## src/rtl/lock_code_sender.sv

```systemverilog
// Serial code transmitter for the sequential lock: shifts a latched code out MSB first,
// then waits for the lock's unlocked feedback and retries on timeout.
module lock_code_sender #(
    parameter int unsigned CODE_LEN  = 4,
    parameter int unsigned TIMEOUT   = 8,
    parameter int unsigned MAX_RETRY = 3,
    localparam int unsigned AttW     = $clog2(MAX_RETRY + 2)
) (
    input  logic                clk,
    input  logic                rst,
    input  logic                start,
    input  logic [CODE_LEN-1:0] code_in,
    input  logic                abort,
    input  logic                unlocked,
    output logic                x,
    output logic                x_valid,
    output logic                busy,
    output logic                done,
    output logic                fail,
    output logic [AttW-1:0]     attempt
);

    localparam int unsigned BitW  = $clog2(CODE_LEN);
    localparam int unsigned WaitW = $clog2(TIMEOUT + 1);

    localparam logic [2:0] StIdle = 3'd0;
    localparam logic [2:0] StSend = 3'd1;
    localparam logic [2:0] StWait = 3'd2;
    localparam logic [2:0] StDone = 3'd3;
    localparam logic [2:0] StFail = 3'd4;

    logic [2:0]          state_q, state_d;
    logic [CODE_LEN-1:0] code_q, code_d;
    logic [BitW-1:0]     bit_cnt_q, bit_cnt_d;
    logic [WaitW-1:0]    wait_cnt_q, wait_cnt_d;
    logic [AttW-1:0]     attempt_d;
    logic [BitW-1:0]     bit_idx;
    logic                x_d, x_valid_d, busy_d, done_d, fail_d;

    always_comb begin
        state_d    = state_q;
        code_d     = code_q;
        bit_cnt_d  = bit_cnt_q;
        wait_cnt_d = wait_cnt_q;
        attempt_d  = attempt;
        unique case (state_q)
            StIdle: begin
                if (start && !abort) begin
                    code_d    = code_in;
                    attempt_d = AttW'(1);
                    bit_cnt_d = '0;
                    state_d   = StSend;
                end
            end
            StSend: begin
                if (abort) begin
                    state_d = StIdle;
                end else if (bit_cnt_q == BitW'(CODE_LEN - 1)) begin
                    // Only the final bit's cycle may report early success (Mealy lock).
                    wait_cnt_d = '0;
                    state_d    = unlocked ? StDone : StWait;
                end else begin
                    bit_cnt_d = bit_cnt_q + 1'b1;
                end
            end
            StWait: begin
                if (abort) begin
                    state_d = StIdle;
                end else if (unlocked) begin
                    state_d = StDone;
                end else if (wait_cnt_q == WaitW'(TIMEOUT - 1)) begin
                    wait_cnt_d = '0;
                    if (attempt <= AttW'(MAX_RETRY)) begin
                        attempt_d = attempt + 1'b1;
                        bit_cnt_d = '0;
                        state_d   = StSend;
                    end else begin
                        state_d = StFail;
                    end
                end else begin
                    wait_cnt_d = wait_cnt_q + 1'b1;
                end
            end
            StDone, StFail: begin
                state_d = StIdle;
            end
            default: begin
                state_d = StIdle;
            end
        endcase
    end

    // Outputs are decoded from the next state so they register alongside it.
    always_comb begin
        bit_idx   = BitW'(CODE_LEN - 1) - bit_cnt_d;
        x_valid_d = (state_d == StSend);
        x_d       = x_valid_d ? code_d[bit_idx] : 1'b0;
        busy_d    = (state_d != StIdle);
        done_d    = (state_d == StDone);
        fail_d    = (state_d == StFail);
    end

    always_ff @(posedge clk or negedge rst) begin
        if (!rst) begin
            state_q    <= StIdle;
            code_q     <= '0;
            bit_cnt_q  <= '0;
            wait_cnt_q <= '0;
            attempt    <= '0;
            x          <= 1'b0;
            x_valid    <= 1'b0;
            busy       <= 1'b0;
            done       <= 1'b0;
            fail       <= 1'b0;
        end else begin
            state_q    <= state_d;
            code_q     <= code_d;
            bit_cnt_q  <= bit_cnt_d;
            wait_cnt_q <= wait_cnt_d;
            attempt    <= attempt_d;
            x          <= x_d;
            x_valid    <= x_valid_d;
            busy       <= busy_d;
            done       <= done_d;
            fail       <= fail_d;
        end
    end

endmodule
```

## config.mk

```make
export PLATFORM = sky130hd
export DESIGN_NAME = lock_code_sender
export DESIGN_NICKNAME = d
export VERILOG_FILES = /design/src/rtl/lock_code_sender.sv
export SDC_FILE = /design/constraint.sdc
export NUM_CORES = 1
export LEC_CHECK = 0
export BUFFER_PORTS_ARGS = -buffer_cell sky130_fd_sc_hd__buf_2
export CORE_MARGIN = 2
export CORE_UTILIZATION = 62
export CTS_BUF_LIST = sky130_fd_sc_hd__clkbuf_4
export DETAILED_ROUTE_END_ITERATION = 7
export GPL_ROUTABILITY_DRIVEN = 0
export PLACE_DENSITY = 0.89
export SLEW_MARGIN = 20
export SYNTH_ARGS = -nofsm -noshare
export SYNTH_HDL_FRONTEND = slang
export SYNTH_SLANG_ARGS = --single-unit
export TNS_END_PERCENT = 1
```

## constraint.sdc

```tcl
create_clock -name clk -period 3.75 [get_ports clk]
set_clock_uncertainty 0.15 [all_clocks]
set_input_delay 0.75 -clock clk [delete_from_list [all_inputs] [get_ports clk]]
set_output_delay 0.75 -clock clk [all_outputs]
set_load 0.02 [all_outputs]
```

Word-level counts from Yosys, hierarchy flattened. Cells that the tools add are included. W data, S select, Z words.

Register bits: 21. Input bits: 9. Output and inout bits: 8.

$add $sub $neg: 4. Magnitude comparators: 2. Equal/unequal tests: 14. Multiplexer cells: 34. Reductions and logical operators: 8.

Operator list (count): $mux W3 (12); $mux W4 (7); $mux W2 (7); $ne A2 B2 Y1 const B (7); $pmux W3 S3 (1); $pmux W4 S2 (1); $eq A3 B1 Y1 const B (2); $eq A3 B2 Y1 const B (2); $pmux W2 S3 (1); $pmux W3 S2 (1); $reduce_and A6 Y1 (1); $reduce_and A5 Y1 (1); $add A4 B1 Y4 const B (1); $eq A4 B3 Y1 const B (1); $reduce_bool A2 Y1 (2); $add A3 B1 Y3 const B (1); $eq A3 B3 Y1 const B (1); $le A3 B2 Y1 const B (1); $logic_not A3 Y1 (1); $lt A2 B3 Y1 const B (1); $mux W1 (3); $reduce_bool A3 Y1 (1); $add A2 B1 Y2 const B (1); $bmux W1 S2 (1); other kinds (4) (4).

Depth between registers and ports, before layout. Gate-level depths: netlist of run 1.

Word-level depth: 10. Gate-level depth with buffers: 7. Mapped depth without buffers: 7.

Worst setup path after synthesis of run 1. OpenSTA, ideal clock, no wires.

Kind: flip-flop to flip-flop. From: register attempt[0]. To: register busy. Library setup time: 0.131 ns. Arrival: 1.834 ns. Required time: 3.469 ns. Setup slack: 1.634 ns. Stages on the path, launching flop included: 8. Buffers on the path: 0. Clock period less this slack: 2.116 ns. Cells stage by stage: dfrtp_1 -> ha_1 -> ha_1 -> o21ai_1 -> o22ai_4 -> a21oi_1 -> inv_2 -> or3_1.

Longest elaborated chain between the ends: 7.

RTL lines: start, declared (RTL line 20) `output logic [AttW-1:0] attempt`; start signal, assigned (RTL line 120) `attempt <= attempt_d;`; $le A3 B2 Y1 (RTL line 73) `if (attempt <= AttW'(MAX_RETRY)) begin`; $mux W3 (RTL line 73); $mux W3 (RTL line 71) `end else if (wait_cnt_q == WaitW'(TIMEOUT - 1)) begin`; $mux W3 (RTL line 69) `end else if (unlocked) begin`; $mux W3 (RTL line 67) `if (abort) begin`; $pmux W3 S3 (RTL line 46) `unique case (state_q)`; net state_d[0] (RTL line 32) `logic [2:0] state_q, state_d;`; $reduce_bool A3 Y1 (RTL line 98) `busy_d = (state_d != StIdle);`; net busy_d (RTL line 38) `logic x_d, x_valid_d, busy_d, done_d, fail_d;`; end signal, assigned (RTL line 123) `busy <= busy_d;`; end, declared (RTL line 17) `output logic busy,`.

The timed path passes the listed nets, and every way through them passes these cells. A chain may end at the register's enable or synchronous reset.

Worst setup path in the final report of run 1. Ends and elaborated chain as after synthesis.

==> results of run 1 <==
[critical path, stage by stage, from the launching register on]
cell and delay, ns:
dfrtp_1 0.44, ha_1 0.21, ha_1 0.21, o21ai_1 0.31, o22ai_4 0.12, a21oi_1 0.22, inv_2 0.05, or3_1 0.34
[power groups by stage]
| stage | combinational, mW | clock (mW) | sequential, mW |
|---|---|---|---|
| 2_1_floorplan | 0.200 | 0 | 0.342 |
| 3_3_place_gp | 0.248 | 0 | 0.338 |
| 3_5_place_dp | 0.257 | 0 | 0.340 |
| 4_1_cts | 0.259 | 0.112 | 0.336 |
| 5_1_grt | 0.284 | 0.119 | 0.345 |
| 6_report | 0.258 | 0.112 | 0.337 |
[worst min-delay path by stage]
stage / from / endpoint / slack [ns] / depth (start not counted)
after floorplan: rst / attempt[0] / 0.30 / 0
after global placement: code_q[2] / code_q[2] / 0.34 / 1
after detailed placement: code_q[0] / code_q[0] / 0.34 / 1
after CTS: rst / wait_cnt_q[0] / 0.23 / 1
after global routing: rst / wait_cnt_q[0] / 0.25 / 1
final: rst / attempt[1] / 0.22 / 1
[routing by layer]
metal  vias to the layer above  routed length [um]  track usage
li1                        413                   -            -
met4                         0                  29       0.0889
met3                         4                  98       0.0577
met5                         -                   0            0
met2                        28                1070        0.373
met1                       431                1060        0.327
[cell usage in the layout, fill, tap and decap left out, drive strengths merged]
cell type  instances
dfrtp             21
buf               16
nor2              13
nand2              7
a21oi              7
inv                7
o21ai              5
mux2i              4
mux2               4
o22ai              4
ha                 3
clkbuf             3
nor2b              2
nand3              2
nand2b             2
or2                2
o211ai             2
and3b              1
and3               1
xor2               1
a22oi              1
a211oi             1
and4bb             1
a31oi              1
o2bb2ai            1
a21o               1
a221oi             1
o32ai              1
or3                1
o2111ai            1
o21bai             1
or4                1
nand3b             1
a32o               1
o31ai              1
clkinv             1
[cells by family after synthesis]
group / after synthesis
simple gates: 34
compound gates: 29
flops: 21
buf+inv: 11
mux: 8
fa+ha+maj: 3
xor+xnor: 1
[sequential cells by signal, summed over array words and instances, names as in the netlist, 2 cells and up]
signal / cells
code_q: 4
wait_cnt_q: 4
attempt: 3
state_q: 3
bit_cnt_q: 2
[layout make-up]
class                           instances  area share
Multi-Input combinational cell         75       0.446
Sequential cell                        21       0.422
Timing Repair Buffer                   16      0.0643
Tap cell                               25      0.0251
Inverter                                7      0.0211
Clock buffer                            3      0.0181
Clock inverter                          1     0.00402
==> run metrics, run 1 <==
Pwr Density=568 nW/um^2; final hold viol count=0; Slew Limit Fails=0; Crit Path Max Fanout=5; Filler cells=140; Total Wirelength=2.25 mm; Post-synth top cells=21 x dfrtp_1, 11 x nor2_1, 7 x a21oi_1, 7 x nand2_1, 6 x inv_1; Vias=876; post-synthesis cell type count=42; Post-DRT Antenna Nets=0; drc violations=0; Synth Area in Simple Gates=0.171; crit path capture=busy; clock share of power=0.159; post-synthesis mux area share=0.0742; WS Path Type=register to register; Pre-antenna DRT Iters=4; Clock Tree Buf Depth=2; Reg2Reg Setup Slack=1.59 ns; R2R Path End=busy; Worst Tran Pin Value=0.560 ns; Reg power frac=0.477; largest net degree at the start of global routing=22; Buffers on Ports=16; status=finished, final reports clean; Max Clk Rate=463 MHz; register area=526 sq um; Syn Nets=119; Core Rows=15; Final Non-Filler Cells=148; post-synthesis adder-cell area fraction=0.0328; RR Startpoint=attempt[0]; Root Driver=clkbuf_4; Tot Pwr=0.707 mW; GR Overflow Total=0; fin crit share=0.576; ANT cells=0; critical path capture point type=register; core area=1730 sq um; internal power=0.448 mW; Lkg Pwr=0.579 nW; R2R depth=7; initial antenna violation count=0; sw frac=0.366; full die area=2210 sq um; WP data required=3.80 ns; # resized after CTS=0; Slew HR=0.624; compound-cell area share of the yosys netlist=0.199; CTS tree=yes; Synth async-reset ratio=1.00; max_cap viols=0; most frequent cell after synthesis=dfrtp_1; RSZ-0062 raised after global routing=false; vias in the first global route=836; Num CTS Buffers=3; die width=47.0 um; first-pass GRT wire length=3.64 mm; combinational group share of total power=0.365; Critical path origin=attempt[0]; cell area after layout=1250 sq um; multi-input logic area=556 sq um; main flop type after synthesis=dfrtp_1; Post-Synth XOR/XNOR Area=0.00764; layout net count=136; Seq/Total Area, Yosys=0.459; DPL Wire Length=1.71 mm; Util after Layout=0.722; slack of the critical path=1.59 ns; maximum vdd drop=0.333 mV; Post-synth EDFFs=0; Clk Latency, worst-skew pair=0.31 ns; Gate Count Post-Synth=107; CTS H-tree depth=1; total track usage=0.239; post-place instance area=1220 sq um; share of layout cells above drive strength 1=0.285; Mapped Avg Cell Area=10.7 sq um; Tmin final=2.16 ns; yosys warns=0; Synth top area share=0.459; CTS clk-pin slew, worst paths=0.12 ns; vias per cell=5.92; final setup TNS=0 ns; CP arrival=2.21 ns; worst hold path type=primary input to asynchronous set/reset pin; Post-Place Setup Slack=1.41 ns; Initial Utilization=0.664; Ports=17; Setup Buffers After CTS=0; DP Cell Count=144; P&R area growth vs syn=8.73%; flop and latch count out of synthesis=21; per-cell routed wire length=15.2 um; Fin Hold WS=0.220 ns; largest family of logic cells by synthesized area=compound AO/OA/AOI/OAI gates; sink count of the clock tree=21; 1st-iter DRT viols=19; CP Launch Type=register; P_sw=0.259 mW; Hold Buf Count CTS=0; DIE HEIGHT=47.0 um; Yosys top cell by area=dfrtp_1; Finish-stage setup viols=0; Synth area leaders=dfrtp_1 46%, mux2_2 3.9%, nor2_1 3.6%; synthesized cell area=1150 sq um
(Power assumes the default switching activity.)
==> run 2: changes to the inputs <==
--- a/config.mk
+++ b/config.mk
@@ -7,11 +7,11 @@
 export LEC_CHECK = 0
 export BUFFER_PORTS_ARGS = -buffer_cell sky130_fd_sc_hd__buf_2
 export CORE_MARGIN = 2
-export CORE_UTILIZATION = 62
+export CORE_UTILIZATION = 58
 export CTS_BUF_LIST = sky130_fd_sc_hd__clkbuf_4
 export DETAILED_ROUTE_END_ITERATION = 7
 export GPL_ROUTABILITY_DRIVEN = 0
-export PLACE_DENSITY = 0.89
+export PLACE_DENSITY = 0.84
 export SLEW_MARGIN = 20
 export SYNTH_ARGS = -nofsm -noshare
 export SYNTH_HDL_FRONTEND = slang
==> constraint.sdc (replaced) <==
create_clock -name clk -period 2.1 [get_ports clk]
set_clock_uncertainty 0.15 [all_clocks]
set_input_delay 0.42 -clock clk [delete_from_list [all_inputs] [get_ports clk]]
set_output_delay 0.42 -clock clk [all_outputs]
set_load 0.02 [all_outputs]
==> run 2 against run 1 <==
Compared with the run above: core utilization is 2.1 points lower; highest routed layer unchanged; maximum frequency rose by 5.4%; critical endpoint unchanged; first-iteration DRC count up 79%; worst hold slack worse by 0.021 ns; sequential cell count stayed put; combinational power grew 100%; largest cell class unchanged; final cell count up 5.4%; register-to-register slack worse by 1.5 ns; wire length is 18% higher; largest power group unchanged; setup slack got worse by 1.5 ns.
==> run metrics, run 2 (synthesis gave the netlist of run 1 again) <==
max incr delay on CP=0.45 ns; Pre-antenna DRT Iters=4; Core Rows=16; Clock Tree Buf Depth=2; Critical path origin=attempt[0]; WS Path Type=register to register; Slew Limit Fails=0; Pwr Density=1010 nW/um^2; Ports=17; CP Cell Sequence=ha_1 -> ha_1 -> o21ai_2 -> o22ai_4 -> a21oi_2 -> inv_2 -> or3_1; RR Startpoint=attempt[0]; WP data required=2.15 ns; met2 Use GR=0.407; multi-input logic area=588 sq um; Initial Utilization=0.603; commonest non-fill, non-tap cell in the layout=dfrtp_1; share of layout cells above drive strength 1=0.357; Post-DRT Antenna Nets=0; sink count of the clock tree=21; DIE HEIGHT=48.5 um; CP Launch Type=register; vias in the first global route=913; GR Util met3=0.0309; drc violations=0; CTS tree=yes; CTS H-tree depth=1; worst hold path type=primary input to register; core area=1900 sq um; Buffers on Ports=16; status=finished, final reports clean; DPL Wire Length=1.83 mm; biggest regs=code_q x4, wait_cnt_q x4; Slew HR=0.631; R2R depth=7; die width=48.5 um; Worst Tran Pin Value=0.550 ns; 1st-iter DRT viols=34; gr busiest metal=met2; Fin Hold WS=0.199 ns; met1 Use GR=0.286; total track usage=0.234; GR Overflow Total=0; crit path capture=busy; ANT cells=0; critical path capture point type=register; Max Clk Rate=488 MHz; slack of the critical path=0.0526 ns; final hold viol count=0; Post-Place Setup Slack=0.0329 ns; Reg2Reg Setup Slack=0.05 ns; maximum vdd drop=0.715 mV; Clk Latency, worst-skew pair=0.31 ns; Most common cell on crit path=ha_1; Vias=945; Root Driver=clkbuf_4; register area=527 sq um; vias per cell=6.06; Num CTS Buffers=3; Tmin final=2.05 ns; most frequent cells in the layout=20 x dfrtp_1, 16 x buf_2, 11 x nor2_1, 7 x nand2_1; CTS clk-pin slew, worst paths=0.11 ns; Finish-stage setup viols=0; Crit Path Max Fanout=5; initial antenna violation count=0; first-pass GRT wire length=4.24 mm; R2R Path End=busy; fin crit share=0.975; largest net degree at the start of global routing=22; Filler cells=137; per-cell routed wire length=17.0 um; P&R area growth vs syn=16.3%; max_cap viols=0; layout net count=142; Total Wirelength=2.65 mm; CP max stage cell=dfrtp_2; full die area=2350 sq um; CP arrival=2.10 ns; Lkg Pwr=0.606 nW
run 2: worst min path at each step:
stage,startpoint,to,depth (start not counted)
finish,code_in[0],code_q[0],2
global route,code_in[3],code_q[3],2
CTS,code_in[0],code_q[0],2
detailed placement,rst,state_q[1],1
global placement,rst,state_q[1],1
floorplan,rst,attempt[0],0
run 2: per-layer routing:
layer	vias up	wire, um
met1	465	1070
met5	-	0
met2	41	1370
met4	0	73
met3	7	130
li1	432	-
run 2: area by class of cell:
class,count,area share
inverter,7,0.0197
tap,27,0.0254
multi-input combinational,75,0.441
timing repair buffer,22,0.0958
clock buffer,4,0.0225
sequential,21,0.395
run 2: critical path: cells and delay by family, from the launching register on:
kind	cells	cell delay, ns
simple gates	1	0.34
fa+ha+maj	2	0.44
compound gates	3	0.50
buf+inv	1	0.05
flops	1	0.45
run 2: repair_timing:
action	in CTS	in global routing
hold buffers	1	0
gates resized for setup	0	7
hold endpoints to repair	21	0
endpoints found under the setup margin	0	2
buffers inserted	0	4
run 2: power breakdown:
| group | internal [mW] | total (mW) | switching, mW |
|---|---|---|---|
| combinational | 0.245 | 0.525 | 0.280 |
| clock | 0.0873 | 0.209 | 0.122 |
| sequential | 0.519 | 0.616 | 0.0973 |
run 2: stage by stage:
stage | total power [mW] | util | instance area [sq um] | TNS (ns) | instances
final | 1.35 | 0.701 | 1330 | 0 | 156
after global placement | 1.04 | 0.648 | 1230 | 0 | 147
after floorplan | 0.970 | - | 1150 | 0 | 107
after detailed placement | 1.08 | 0.648 | 1230 | 0 | 147
after global routing | 1.42 | 0.701 | 1330 | -0.0244 | 156
after CTS | 1.28 | 0.669 | 1270 | 0 | 152
==> run 3: changes to the inputs <==
--- a/config.mk
+++ b/config.mk
@@ -5,12 +5,14 @@
 export SDC_FILE = /design/constraint.sdc
 export NUM_CORES = 1
 export LEC_CHECK = 0
+export ABC_AREA = 1
 export BUFFER_PORTS_ARGS = -buffer_cell sky130_fd_sc_hd__buf_2
 export CORE_MARGIN = 2
 export CORE_UTILIZATION = 58
 export CTS_BUF_LIST = sky130_fd_sc_hd__clkbuf_4
 export DETAILED_ROUTE_END_ITERATION = 7
 export GPL_ROUTABILITY_DRIVEN = 0
+export HOLD_SLACK_MARGIN = 0.03
 export PLACE_DENSITY = 0.84
 export SLEW_MARGIN = 20
 export SYNTH_ARGS = -nofsm -noshare
==> run 3 against run 2 <==
Compared with the run above: register-to-register slack better by 0.22 ns; global-route usage decreased by 0.69 points; core utilization down 0.87 points; clock power is essentially flat; non-clock buffer count down 5; setup slack improved by 0.22 ns; sequential cell count stayed put; largest cell class unchanged.
==> run metrics, run 3 <==
compound-cell area share of the yosys netlist=0.119; Gate Count Post-Synth=157; Crit Path Max Fanout=6; per-cell routed wire length=12.4 um; Total Wirelength=2.54 mm; drc violations=0; sink count of the clock tree=21; Synth async-reset ratio=1.00; full die area=2460 sq um; final setup TNS=0 ns; Lkg Pwr=0.776 nW; CTS clk-pin slew, worst paths=0.12 ns; initial antenna violation count=0; Max Clk Rate=547 MHz; final hold viol count=0; Post-synth EDFFs=0; Num CTS Buffers=3; Synth top area share=0.437; Slew Limit Fails=0; Pwr Density=972 nW/um^2; largest family of logic cells by synthesized area=simple AND/OR/NAND/NOR gates; GR Overflow Total=0; Worst Path Buf+Inv=0; max incr delay on CP=0.42 ns; Fin Hold WS=0.204 ns; post-place instance area=1320 sq um; Clock Tree Buf Depth=2; # resized after CTS=0; WP data required=2.19 ns; total track usage=0.227; Worst path top cell family by delay=simple AND/OR/NAND/NOR gates; WS Path Type=register to register; core area=1960 sq um; largest net degree at the start of global routing=22; Post-DRT Antenna Nets=0; Clk Latency, worst-skew pair=0.31 ns; Post-synth top cells=42 x nand2_1, 28 x inv_1, 21 x dfrtp_1; 1st-iter DRT viols=17; Initial Utilization=0.614; P&R area growth vs syn=12.8%; die width=49.6 um; post-synthesis mux area share=0; layout net count=191; DIE HEIGHT=49.6 um; first-pass GRT wire length=4.35 mm; fin crit share=0.871; Post-Synth XOR/XNOR Area=0.00728; Most common cell on crit path=nand2_1; maximum vdd drop=0.625 mV; critical path capture point type=register; CP Launch Type=register; Tot Pwr=1.32 mW; Buffers on Ports=16; Syn Nets=169; worst hold path type=primary input to register; Tmin final=1.83 ns; Root Driver=clkbuf_4; Vias=1101; share of layout cells above drive strength 1=0.191; most frequent cell after synthesis=nand2_1; main flop type after synthesis=dfrtp_1; Slew HR=0.681; cell area after layout=1360 sq um; vias in the first global route=1063; status=finished, final reports clean; Hold Buf Count CTS=1; CP Cell Sequence=ha_1 -> nand2_1 -> nor2_2 -> nand2_1 -> o21ai_1 -> nand2_1 -> nand2_1 -> nand2_1 -> a21oi_1; synthesized cell area=1200 sq um; CP max stage cell=dfrtp_1; biggest regs=code_q x4, wait_cnt_q x4; Yosys top cell by area=dfrtp_1; ANT cells=0; yosys warns=0; commonest non-fill, non-tap cell in the layout=nand2_1; Setup Buffers After CTS=0; DPL Wire Length=2.01 mm; post-synthesis cell type count=26; CTS H-tree depth=1; vias per cell=5.37; Pre-antenna DRT Iters=4; Synth Area in Simple Gates=0.311; Filler cells=169; CP arrival=1.92 ns; max_cap viols=0; Ports=17; Synth area leaders=dfrtp_1 44%, nand2_1 13%, inv_1 8.7%; CTS tree=yes; flop and latch count out of synthesis=21; RSZ-0062 raised after global routing=false; most frequent cells in the layout=42 x nand2_1, 28 x inv_1, 21 x dfrtp_1, 16 x nand3_1, 16 x buf_2; Core Rows=16; Finish-stage setup viols=0; Worst Tran Pin Value=0.479 ns; post-synthesis adder-cell area fraction=0.0312; Mapped Avg Cell Area=7.67 sq um; Seq/Total Area, Yosys=0.437
run 3: routing by layer:
metal	track usage	vias up	wire length (um)
li1	-	540	-
met2	0.404	47	1290
met4	0.0880	0	47
met5	0	-	0
met3	0.0303	10	143
met1	0.275	504	1060
run 3: worst reg2reg max path: stages (launching register included):
cell and delay, ns:
dfrtp_1 0.42, ha_1 0.21, nand2_1 0.10, nor2_2 0.23, nand2_1 0.16, o21ai_1 0.15
nand2_1 0.06, nand2_1 0.09, nand2_1 0.09, a21oi_1 0.11
run 3: power by group:
| part | switching (mW) | total (mW) | internal, mW | leakage, nW |
|---|---|---|---|---|
| combinational | 0.320 | 0.499 | 0.180 | 0.495 |
| clock | 0.124 | 0.211 | 0.0870 | 0.0184 |
| sequential | 0.0941 | 0.609 | 0.515 | 0.263 |
| total | 0.538 | 1.32 | 0.782 | 0.776 |
run 3: layout make-up:
cell class	instances	area, sq um	share of cell area
timing repair buffer	17	90.1	0.0664
multi-input combinational	106	563	0.415
tap	27	33.8	0.0249
clock buffer	4	30.0	0.0221
inverter	30	115	0.0848
sequential	21	526	0.387
run 3: worst paths after layout:
kind                               to  slack, ns  cells past startpoint          start
hold / removal              code_q[0]       0.20                      3     code_in[0]
min in group asynchronous  attempt[1]       0.43                      2            rst
max in group asynchronous   code_q[0]       1.03                      2            rst
setup / recovery                    x       0.27                      9  wait_cnt_q[0]
hold reg to reg            attempt[0]       0.39                      1     attempt[0]
setup reg to reg                    x       0.27                      9  wait_cnt_q[0]
run 3: per-stage QoR:
stage,worst slack (ns),std cells,utilization
floorplan,0.470,157,-
global placement,0.356,200,0.672
detailed placement,0.261,200,0.672
CTS,0.283,205,0.692
global route,0.145,205,0.692
finish,0.271,205,0.692
run 3: cells by family after synthesis:
family,after synthesis
fa+ha+maj,3
xor+xnor,1
flops,21
buf+inv,30
simple gates,82
compound gates,20
